<file path="config.mk">
export PLATFORM = sky130hd
export DESIGN_NAME = shift_seq_ctrl
export DESIGN_NICKNAME = d
export VERILOG_FILES = /design/src/rtl/shift_ctrl_pkg.sv /design/src/rtl/rr_arb2.sv /design/src/rtl/shift_seq_ctrl.sv
export SDC_FILE = /design/constraint.sdc
export NUM_CORES = 1
export LEC_CHECK = 0
export CORE_MARGIN = 4
export CORE_UTILIZATION = 44
export DETAILED_ROUTE_END_ITERATION = 16
export PLACE_DENSITY = 0.74
export SETUP_SLACK_MARGIN = 0.15
export SYNTH_ARGS = -nofsm -noshare
export SYNTH_HDL_FRONTEND = slang
export SYNTH_SLANG_ARGS = --single-unit
</file>
<file path="constraint.sdc">
create_clock -name clk -period 2.3 [get_ports clk]
set_input_delay 0.575 -clock clk [delete_from_list [all_inputs] [get_ports clk]]
set_output_delay 0.575 -clock clk [all_outputs]
set_load 0.02 [all_outputs]
</file>
<file path="src/rtl/shift_ctrl_pkg.sv">
// shift_ctrl_pkg: shared state encoding and requester indices for shift_seq_ctrl
package shift_ctrl_pkg;
  localparam logic [1:0] ST_IDLE  = 2'd0;
  localparam logic [1:0] ST_CLEAR = 2'd1;
  localparam logic [1:0] ST_SHIFT = 2'd2;
  localparam logic [1:0] ST_DONE  = 2'd3;
  localparam int REQ0 = 0;
  localparam int REQ1 = 1;
  typedef enum logic [1:0] {
    IDLE  = ST_IDLE,
    CLEAR = ST_CLEAR,
    SHIFT = ST_SHIFT,
    DONE  = ST_DONE
  } state_t;
endpackage

</file>
<file path="src/rtl/rr_arb2.sv">
// rr_arb2: 2-way round-robin pick with a registered priority pointer
//   clk, clr_n : clock, synchronous active-low reset (pointer favours requester 0)
//   req        : request levels
//   adv        : advance pointer this cycle (end of a transaction)
//   won1       : 1 when requester 1 owns the finishing transaction
//   win        : combinational one-hot (or zero) winner
module rr_arb2
  import shift_ctrl_pkg::*;
(
  input  logic       clk,
  input  logic       clr_n,
  input  logic [1:0] req,
  input  logic       adv,
  input  logic       won1,
  output logic [1:0] win
);
  logic ptr_q, ptr_d;
  // pointer=1 favours requester 1; after a transaction it favours the loser
  always_comb ptr_d = adv ? ~won1 : ptr_q;
  always_ff @(posedge clk) ptr_q <= clr_n ? ptr_d : 1'b0;
  assign win = (req[REQ0] && req[REQ1]) ? (ptr_q ? 2'b10 : 2'b01) : req;
endmodule

</file>
<file path="src/rtl/shift_seq_ctrl.sv">
// shift_seq_ctrl: arbitrates two requesters and serially loads the winner's word into a shared shift register
//   clk, clr_n     : clock, synchronous active-low reset
//   req            : request levels, one per requester
//   data0, data1   : parallel words, sampled only in the grant cycle
//   gnt, done      : one-hot grant for the transaction, one-cycle completion pulse
//   busy           : high outside IDLE
//   sr_clr, sr_en, sr_in : clear strobe, shift enable and serial bit for the register
module shift_seq_ctrl
  import shift_ctrl_pkg::*;
#(
  parameter int WIDTH = 4
) (
  input  logic             clk,
  input  logic             clr_n,
  input  logic [1:0]       req,
  input  logic [WIDTH-1:0] data0,
  input  logic [WIDTH-1:0] data1,
  output logic [1:0]       gnt,
  output logic [1:0]       done,
  output logic             busy,
  output logic             sr_clr,
  output logic             sr_en,
  output logic             sr_in
);
  localparam int CNT_W = $clog2(WIDTH);
  state_t           state_q;
  logic [CNT_W-1:0] cnt_q;
  logic [WIDTH-1:0] hold_q, hold_d;
  logic [1:0]       gnt_q, done_q, win;
  logic             busy_q, sr_clr_q, sr_en_q, sr_in_q, last;
  assign hold_d = hold_q >> 1;
  assign last   = cnt_q == CNT_W'(WIDTH - 1);
  rr_arb2 u_arb (
    .clk  (clk),
    .clr_n(clr_n),
    .req  (req),
    .adv  (state_q == DONE),
    .won1 (gnt_q[REQ1]),
    .win  (win)
  );
  // outputs are loaded on the edge that enters each state, so they line up with it
  always_ff @(posedge clk) begin
    if (!clr_n) begin
      state_q  <= IDLE;
      cnt_q    <= '0;
      hold_q   <= '0;
      gnt_q    <= 2'b00;
      done_q   <= 2'b00;
      busy_q   <= 1'b0;
      sr_clr_q <= 1'b0;
      sr_en_q  <= 1'b0;
      sr_in_q  <= 1'b0;
    end else begin
      case (state_q)
        IDLE: if (|req) begin
          state_q  <= CLEAR;
          gnt_q    <= win;
          hold_q   <= win[REQ1] ? data1 : data0;
          busy_q   <= 1'b1;
          sr_clr_q <= 1'b1;
        end
        CLEAR: begin
          state_q  <= SHIFT;
          sr_clr_q <= 1'b0;
          sr_en_q  <= 1'b1;
          sr_in_q  <= hold_q[0];
          hold_q   <= hold_d;
          cnt_q    <= '0;
        end
        SHIFT: if (last) begin
          state_q <= DONE;
          sr_en_q <= 1'b0;
          sr_in_q <= 1'b0;
          done_q  <= gnt_q;
        end else begin
          cnt_q   <= cnt_q + CNT_W'(1);
          sr_in_q <= hold_q[0];
          hold_q  <= hold_d;
        end
        DONE: begin
          state_q <= IDLE;
          done_q  <= 2'b00;
          gnt_q   <= 2'b00;
          busy_q  <= 1'b0;
        end
        default: state_q <= IDLE;
      endcase
    end
  end
  assign gnt    = gnt_q;
  assign done   = done_q;
  assign busy   = busy_q;
  assign sr_clr = sr_clr_q;
  assign sr_en  = sr_en_q;
  assign sr_in  = sr_in_q;
endmodule
</file>
---- Yosys cells after proc, flatten, opt, wreduce, memory -nomap -nowiden ----
Index checks and enable logic that the tools add are counted.
storage, ports and cells
  output and inout bits ................... 8
  memories kept ........................... 0
  register bits ........................... 17
  input port bits ......................... 12
  latch bits .............................. 0
  ROM bits ................................ 0
  word-level logic and storage cells ...... 56
  memory bits (writable) .................. 0
operators by class
  $add $sub $neg .......................... 1
  div/mod/pow operators ................... 0
  $lt $le $gt $ge ......................... 0
  multipliers ............................. 0
  reduce and logical (&&, ||, !) cells .... 15
  equal/unequal tests ..................... 7
  muxes and demuxes ....................... 22
  bitwise gates (word level) .............. 1
  shift operators ......................... 0
operators by type and width
  cell                   count
  $mux W2                7
  $mux W4                3
  $pmux W2 S2            3
  $pmux W4 S3            1
  $reduce_and A2 Y1      6
  $pmux W1 S2            4
  $pmux W2 S4            1
  $reduce_bool A2 Y1     4
  $eq A2 B2 Y1 const B   3
  $ne A2 B2 Y1 const B   3
  $mux W1                3
  $reduce_and A3 Y1      1
  $reduce_bool A3 Y1     1
  $add A2 B1 Y2 const B  1
  $eq A2 B1 Y1 const B   1
  $logic_not A2 Y1       1
  $reduce_or A2 Y1       1
  $logic_and A1 B1 Y1    1
  $not A1 Y1             1

---- Logic depth before layout (Yosys ltp) ----
  depth after elaboration ................. 5
  gate-level depth with buffers ........... 6
  gate-level depth less buffers ........... 6

---- Modules after synthesis ----
Synthesis repeated with hierarchy kept, for this count alone.
unflattened totals
  cell total of the unflattened synthesis .. 100
  area, all modules ....................... 893.4 sq um
modules (own cells, without submodules)
  module          sequential area each (sq um)  cells each  times used  area an instance (sq um)
  shift_seq_ctrl  320.3                         94          1           840.8
  rr_arb2         20.0                          6           1           52.6

---- Worst setup path before layout ----
OpenSTA, ideal clock, no wires.
  path kind ............................... register to register
  start point ............................. register state_q[0]
  end point ............................... register hold_q[0]
  library setup time ...................... 0.075 ns
  data required time ...................... 2.225 ns
  arrival time ............................ 1.376 ns
  period minus slack after synthesis ...... 1.451 ns
  buffers on the path ..................... 0
  slack ................................... 0.849 ns
  stages on the path, launching flop included .. 7
  path through ............................ dfxtp_1 -> inv_1 -> ha_1 -> nand2_1 -> nor3b_4 -> nand3_1 -> o22ai_1
between the ends
  word-level cells in the longest chain between the ends .. 3
  elaborated cells between the ends (all ways) .. 8
  those cells by class .................... eq/ne: 4; mux: 1; reduce/logical: 3
RTL lines
  item                                                                 line                  RTL
  start, declared                                                      shift_seq_ctrl.sv:26  state_t state_q;
  start signal, assigned                                               shift_seq_ctrl.sv:44  state_q <= IDLE;
  start signal, assigned                                               shift_seq_ctrl.sv:56  state_q <= CLEAR;
  start signal, assigned                                               shift_seq_ctrl.sv:63  state_q <= SHIFT;
  $eq A2 B2 Y1 (tied with other cells)                                 shift_seq_ctrl.sv:54  case (state_q)
  $ne A2 B2 Y1 (no line) / $reduce_bool A3 Y1 (equally long branches)  -
  $reduce_and A3 Y1 (no line)                                          -
  end signal, assigned                                                 shift_seq_ctrl.sv:58  hold_q <= win[REQ1] ? data1 : data0;
  end signal, assigned                                                 shift_seq_ctrl.sv:67  hold_q <= hold_d;
  end signal, assigned                                                 shift_seq_ctrl.sv:78  hold_q <= hold_d;
  end, declared                                                        shift_seq_ctrl.sv:28  logic [WIDTH-1:0] hold_q, hold_d;
Parallel ways exist; a longest one is shown, timed or not.
A chain may end at the register's enable or synchronous reset.

---- Final worst setup path ----
  start point ............................. register gnt_q[0], in the netlist gnt[0]
  end point ............................... output port gnt[0]
RTL lines
  item                    line                  RTL
  start, declared         shift_seq_ctrl.sv:29  logic [1:0] gnt_q, done_q, win;
  start signal, assigned  shift_seq_ctrl.sv:57  gnt_q <= win;
  end, declared           shift_seq_ctrl.sv:18  output logic [1:0] gnt,
No word-level cell between the ends.

==> metrics <==
cell row count=16; CTS tree=yes; RSZ-0062 raised after global routing=no; vias=between 800 and 900; Slew @ Worst Pin=a little over 600 ps; average wire per standard cell=12.0 µm; cts bufs inserted=3; P_leak=0.000449 µW; worst hold path class=flip-flop to flip-flop; area of the multi-input gates=roughly 570 µm²; Initial DRC Count=9; post-synthesis average cell area=roughly 8.4 µm²; Final ANT Viol Nets=0; Hold Vio Cnt, Final=0; initial core utilization=~47%; Post-DP Area=~1100 µm²; Final period util=between 80% and 90%; antenna violations before repair=0; die height=~54 µm; CTS resizes=0; Root Buffer=clkbuf_4; Pins Over Slew Limit=0; critical-path maximum fanout=3; DP Wirelength=1400 µm; Clock Latency Late Sink=roughly 290 ps; WL final=approximately 1900 µm; # IOs=20; Worst Setup SP=gnt[0]; Synth Instances=roughly 110; Max Fclk=about 530 MHz; register area share after synthesis=between 30% and 40%; number of register bits inferred by synthesis=17; Syn Nets=between 100 and 150; normalized max-slew margin=59.3%; first-pass GRT wire length=around 3100 µm; critical path startpoint category=flip-flop; Final Util=58.4%; clk buf depth=2; pin count of the biggest net entering global routing=22; vias in the first global route=between 700 and 800; Synth cell types=29; CP top delay family=buffers and inverters; CP Buf/Inv Count=1; slowest cell delay on critical path=620 ps; Worst EP arrival=approximately 1300 ps; n_diodes=0; gr usage total=about 14%; max-cap violations=0; Reg clk slew, reported paths=approximately 100 ps; share of the synthesized area in the top cell type=36.2%; Setup Crit Path Kind=flip-flop to primary output; final worst path period need=1870 ps; largest cells by area after synthesis=dfxtp_1, ha_1, nand2_1, nor2b_1, nand2b_1; worst vdd ir=0.516 mV; PwrDens=roughly 1100 nW/µm²; register area=about 340 µm²; postcts setup bufs=0; Overflow after GRT=0; final RePlAce weighted congestion=0.768; final instance area=around 1200 µm²; Worst setup EP type=primary output; crit path max-delay cell type=clkdlybuf4s50_1; First-pass DRT Iterations=4; core box area=roughly 2000 µm²; status=finished, final reports clean; DRC viols=0; R2R Path Start=state_q[0]; Req. time, crit path=1730 ps; full die area=about 3000 µm²; area leader, netlist=dfxtp_1; # nets final=150; Filler Cells Inserted=slightly below 200; Area Growth Syn to Fin=24.2%; H-tree depth=1; Post-Syn Area=around 940 µm²; Avg Vias per Cell=roughly 5.2; crit path cell chain=clkdlybuf4s50_1; number of port buffers=19; setup TNS=0 ps; Die Span X=between 50 and 60 µm; Worst Clk Skew=just under 1 ps; clk sinks=17; Yosys warnings=0; # setup viols final=0; Hold-fix buffers, CTS=0; share of cells above drive strength 1=a little over 6%; Hold Startpoint=hold_q[2]
-- stage by stage --
step	power [µW]	instances	hold WS (ps)	setup WS, ps
6_report	1250	157	477	430
4_1_cts	1260	157	476	412
3_3_place_gp	1080	153	453	225
2_1_floorplan	908	112	441	849
5_1_grt	1360	157	508	384
3_5_place_dp	1090	153	459	221
-- final cells by class --
| type | instances | share of cell area, % |
|---|---|---|
| Multi-Input combinational cell | 87 | 48.4 |
| Sequential cell | 17 | 29.1 |
| Timing Repair Buffer | 19 | 16.3 |
| Tap cell | 27 | 2.89 |
| Clock buffer | 3 | 1.93 |
| Inverter | 3 | 0.964 |
| Clock inverter | 1 | 0.428 |
-- cells by family (layout without fill, tap and decap cells) --
family                   count (synthesis)  in the layout  share of synthesized area [%]
AO/OA/AOI/OAI                           28             28                           18.7
adder cells (fa/ha/maj)                  7              7                           9.31
buffers and inverters                    8             26                           3.72
flip-flops                              17             17                           36.2
multiplexers                             1              1                           1.06
AND/OR/NAND/NOR                         51             51                           31.0
-- routing by layer --
layer	GRT usage, %	share of wire (%)
met4	6.22	1.0
met1	18.4	49
met3	3.27	4.9
met2	23.3	45
met5	0	0
-- state kept, by name (all words and copies together) (netlist names) --
signal       flops
busy             1
cnt_q            2
done             2
gnt              2
hold_q           4
sr_clr           1
sr_en            1
sr_in            1
state_q          2
u_arb.ptr_q      1
-- cell usage after synthesis, drive strengths merged --
cell and n:
nand4 1, nor2b 10, a21oi 8, nand3b 1, o21ai 5, inv 3
ha 7, or2b 1, nor3b 2, buf 2, o211a 1, nand4b 1
nand3 6, clkbuf 3, a32oi 1, dfxtp 17, mux2i 1, or3b 1
nand2 16, nand2b 7, a21boi 6, nor2 5, o22ai 4, a211oi 3
-- cell usage in the layout (no fill, tap or decap) --
cell / instances
nand3_1: 6
a21boi_1: 3
or2b_4: 1
nor2_1: 5
o22ai_1: 4
o21ai_1: 2
nand4_1: 1
mux2i_1: 1
a32oi_1: 1
o21ai_0: 3
nor2b_2: 1
clkinv_2: 1
clkdlybuf4s50_1: 19
nand3b_1: 1
nor3b_4: 1
clkbuf_4: 3
ha_1: 7
a211oi_1: 3
a21oi_1: 8
o211a_1: 1
nor2b_1: 9
nand4b_1: 1
or3b_1: 1
nor3b_2: 1
a21boi_0: 3
inv_1: 3
nand2_1: 16
dfxtp_1: 17
nand2b_1: 7
-- power breakdown --
group / total [µW] / internal [µW] / switching, µW
Sequential: 442 / 381 / 61.2
Combinational: 641 / 292 / 349
Clock: 162 / 64.7 / 97.5
Total: 1250 / 738 / 508
-- worst paths after layout --
path	endpoint	slack, ps	cells past startpoint
worst max-delay path	gnt[0]	430	1
worst min-delay path	hold_q[2]	480	2
worst max register to register	hold_q[2]	530	6
worst min register to register	hold_q[2]	480	2
Note: power is estimated with default switching activity, not from simulation.
